File: src/rtl/mod_updown_counter.sv
// Up/down counter with programmable terminal count MAX.
// Supports clamped parallel load, wrap or one-shot halt, and a combinational terminal-count flag.
//
// Ports
//   clk      : clock, rising edge
//   rst      : synchronous active-high reset
//   en       : count enable
//   up       : 1 = increment, 0 = decrement
//   load     : parallel load strobe; din is clamped to MAX
//   din      : load value
//   one_shot : 1 = halt at terminal, 0 = wrap
//   q        : registered count, 0..MAX
//   tc       : terminal count, combinational
//   done     : registered one-shot completion flag
module mod_updown_counter #(
  parameter int unsigned      WIDTH = 4,
  parameter logic [WIDTH-1:0] MAX   = {WIDTH{1'b1}}
) (
  input  logic             clk,
  input  logic             rst,
  input  logic             en,
  input  logic             up,
  input  logic             load,
  input  logic [WIDTH-1:0] din,
  input  logic             one_shot,
  output logic [WIDTH-1:0] q,
  output logic             tc,
  output logic             done
);

  typedef enum logic {
    S_RUN  = 1'b0,
    S_HALT = 1'b1
  } state_t;

  localparam logic [WIDTH-1:0] ONE = WIDTH'(1);

  state_t           r_state;
  logic [WIDTH-1:0] r_q;
  logic             r_done;

  logic             w_term;
  logic [WIDTH-1:0] w_load_val;

  // Terminal depends on direction: top when rising, zero when falling.
  assign w_term     = up ? (r_q == MAX) : (r_q == '0);
  assign w_load_val = (din > MAX) ? MAX : din;

  always_ff @(posedge clk) begin
    if (rst) begin
      r_state <= S_RUN;
      r_q     <= '0;
      r_done  <= 1'b0;
    end else if (load) begin
      r_state <= S_RUN;
      r_q     <= w_load_val;
      r_done  <= 1'b0;
    end else begin
      unique case (r_state)
        S_RUN: begin
          if (en) begin
            if (!w_term) begin
              r_q <= up ? r_q + ONE : r_q - ONE;
            end else if (one_shot) begin
              r_state <= S_HALT;
              r_done  <= 1'b1;
            end else begin
              // Explicit wrap keeps the sequence modulo MAX+1
              // even when MAX is below the natural overflow.
              r_q <= up ? '0 : MAX;
            end
          end
        end
        S_HALT: begin
          r_q <= r_q;
        end
        default: begin
          r_state <= S_RUN;
        end
      endcase
    end
  end

  assign q    = r_q;
  assign done = r_done;
  assign tc   = en & ~r_done & ~load & w_term;

endmodule

File: config.mk
export PLATFORM = sky130hd
export DESIGN_NAME = mod_updown_counter
export DESIGN_NICKNAME = d
export VERILOG_FILES = /design/src/rtl/mod_updown_counter.sv
export SDC_FILE = /design/constraint.sdc
export NUM_CORES = 1
export LEC_CHECK = 0
export BUFFER_PORTS_ARGS = -buffer_cell sky130_fd_sc_hd__buf_2
export CAP_MARGIN = 20
export CORE_AREA = 2 2 39 41
export CTS_CLUSTER_DIAMETER = 120
export CTS_CLUSTER_SIZE = 12
export DETAILED_ROUTE_END_ITERATION = 8
export DIE_AREA = 0 0 41 43
export PLACE_DENSITY = 0.57
export SLEW_MARGIN = 5
export SYNTH_ARGS = -nofsm -noshare
export SYNTH_HDL_FRONTEND = slang
export SYNTH_SLANG_ARGS = --single-unit
File: constraint.sdc
create_clock -name clk -period 1.7 [get_ports clk]
set_input_delay 0.17 -clock clk [delete_from_list [all_inputs] [get_ports clk]]
set_output_delay 0.17 -clock clk [all_outputs]
set_load 0.03 [all_outputs]
==> results.toml <==
[worst_setup_path]
max_stage_delay_ns = 0.53
slowest_stage = "or4_4"
worst-setup-path-type = "register to output pin"
worstPathCellList = "or4_4, mux2i_2, and3_4, buf_6"
end_kind = "output pin"
arrival_ns = 1.64
r2r_slack_ns = 0.06
crit_path_start_kind = "register"
crit_fanout = 2
critPathRequiredTime_ns = 1.53

[final_layout]
nFillCells = 141
nNetsFinal = 90
post-route-util = 0.468
multi_input_area_um2 = 349
diodes = 0
register_area_um2 = 130
area_growth_pct = 34.5
drive_gt1_frac = 0.453

[die]
core-area_um2 = 1380
std_cell_rows = 14
ios = 16
die_w_um = 41
die_h_um = 43
start_util = 0.348
fp.dieArea_um2 = 1760

[clock_tree]
insertion_delay_ns = 0.25
cts.sinks = 6
clockBufferDepth = 2
cts_buffers = 3
cts_tree = "built"
path_clk_slew_ns = 0.04
cts_max_level = 1
cts_root_buf = "clkbuf_4"

[logic_synthesis]
synth.area.top_cells = "dfxtp_1 (25%), ha_1 (5.2%), inv_1 (4.7%), mux2_1 (4.7%), o221a_1 (4.7%)"
synth.largest_area_cell = "dfxtp_1"
ys_types = 33
ys_warn_count = 0
synth-seq-cells = 6
yosysTopAreaCellShare = 0.249
syn_area_per_cell_um2 = 8.76
ys_seq_area_frac = 0.249
synth_cells = 55
synth_nets = 68
synth_area_um2 = 482

[global_routing]
grt-ovfl-total = 0
grt.total_usage = 0.156
grt_pass1_vias = 399
grt_max_degree = 13
grt_pass1_wl_um = 1750
grt_antenna_before_repair = 0

[timing]
hold_slack_ns = 0.174
report.final.slew_viol_count = 0
max_freq_mhz = 552
period_share = 1.06
grt_setup_unrepaired = "true"
fin_crit_ns = 1.81
tns_ns = -0.110
final.setup_skew_ns = 0.00339
hold_viol_final = 0
worst_slew_pin_slew_ns = 0.329
max_slew_margin = 0.780
postLayoutSetupSlackWorst_ns = -0.110
setup_viol_count_final = 1

[drt]
vias = 509
wl_per_cell_um = 13.0
route.detailed.drc = 0
wl_um = 1180
drtIter0Drc = 10
first_pass_iters = 4
routed_via_density = 5.59
ant_nets = 0

[pwr]
cellInternalPower_mw = 0.310
seqPwrFrac = 0.353
switching_share = 0.339
p_leak_nw = 0.292
power.density_nw_per_um2 = 723
p_switching_mw = 0.159
ir_drop_v = 0.000270
clkPwrFrac = 0.292
comb_power_share = 0.355

[placed_design]
dp_hpwl_um = 824
dp_slack_ns = 0.0738
place.gp.congestion = 0.772
port_buffers = 15

[outcome]
status = "finished, violations left"
violations = "negative setup slack"

[flow_run]
drv_cap = 0

[hold_path]
hold_path.class = "primary input to register"
[cell usage in the layout (no fill, tap or decap), types with 2 or more instances in the layout]
cell type / count
mux2_1: 2
buf_4: 3
or4_4: 2
inv_1: 6
nand4_1: 2
a221oi_1: 2
ha_1: 2
nor3_1: 2
dfxtp_4: 2
buf_2: 14
dfxtp_1: 2
a21oi_1: 3
clkbuf_4: 3
a31oi_1: 3
nand2b_1: 2
dfxtp_2: 2
o221a_1: 2
nor2_2: 2
[registers in the layout, summed over array words and instances, names as in the netlist]
| name | cells |
|---|---|
| done | 1 |
| q | 4 |
| r_state | 1 |
[timing repair]
action	CTS	global route
setup buffers	2	0
setup endpoints to repair	1	1
hold buffers	0	0
gates resized for setup	7	3
pin swaps	1	0
[worst max-delay path, delay by kind of cell (launching register included)]
family | cells | cell delay (ns)
AND/OR/NAND/NOR | 2 | 0.74
flip-flops | 1 | 0.33
multiplexers | 1 | 0.19
buffers and inverters | 1 | 0.12
[metrics by stage]
step	cell area (um2)	cells	total power [mW]
after floorplan	484	55	0.274
after CTS	641	91	0.468
after global placement	583	86	0.320
after detailed placement	583	86	0.319
after global routing	648	91	0.498
final	648	91	0.469
[area by class of cell]
| class | instances | share of cell area |
|---|---|---|
| multi-input combinational | 42 | 0.539 |
| clock buffer | 3 | 0.0347 |
| sequential | 6 | 0.201 |
| timing repair buffer | 18 | 0.160 |
| tap | 16 | 0.0309 |
| inverter | 6 | 0.0347 |
[path summary, 6_finish.rpt]
path | from | endpoint | depth (start not counted)
worst min-delay path | din[0] | q[0] | 3
worst min register to register | q[3] | q[3] | 2
worst max-delay path | q[0] | tc | 4
worst max register to register | q[1] | q[1] | 5
[layer usage]
metal / vias up / share of wire / global-route usage / routed length, um
met4: 0 / 0.042 / 0.160 / 50
met3: 4 / 0.049 / 0.0157 / 58
met2: 17 / 0.46 / 0.206 / 544
li1: 253 / - / - / -
met1: 235 / 0.45 / 0.201 / 527
met5: - / 0 / 0 / 0
[power by group through the flow]
stage / logic [mW] / registers [mW] / clock network [mW]
6_report: 0.167 / 0.165 / 0.137
3_5_place_dp: 0.145 / 0.175 / 0
5_1_grt: 0.182 / 0.167 / 0.149
4_1_cts: 0.164 / 0.164 / 0.140
2_1_floorplan: 0.0836 / 0.190 / 0
3_3_place_gp: 0.146 / 0.175 / 0
[logic make-up after synthesis]
family | share of synthesized area
xor gates and xnor gates | 0.0182
DFF | 0.249
buffers and inverters | 0.0545
muxes | 0.0675
adders and majority gates | 0.0935
and+or+nand+nor | 0.231
AOI/OAI and AO/OA | 0.286
[cell usage after synthesis]
master     instances
nand4_1            2
or4_1              1
nand2_1            1
nand2b_1           2
nor2_2             1
and3_2             1
inv_1              6
a21oi_1            3
a31oi_1            3
mux2i_1            1
or4_4              1
o21bai_1           1
mux2_1             2
nor3_1             2
or3b_1             1
nor2b_1            1
or2_2              1
nor2_1             2
a211o_1            1
o22ai_2            1
a211oi_1           1
clkbuf_1           1
o2bb2ai_1          1
a221oi_1           2
dfxtp_1            6
a211o_2            1
or3_1              1
nand3_1            1
a22o_1             1
fa_1               1
o221a_1            2
ha_1               2
xor2_1             1
No activity file was read; power rests on OpenSTA's default activity.
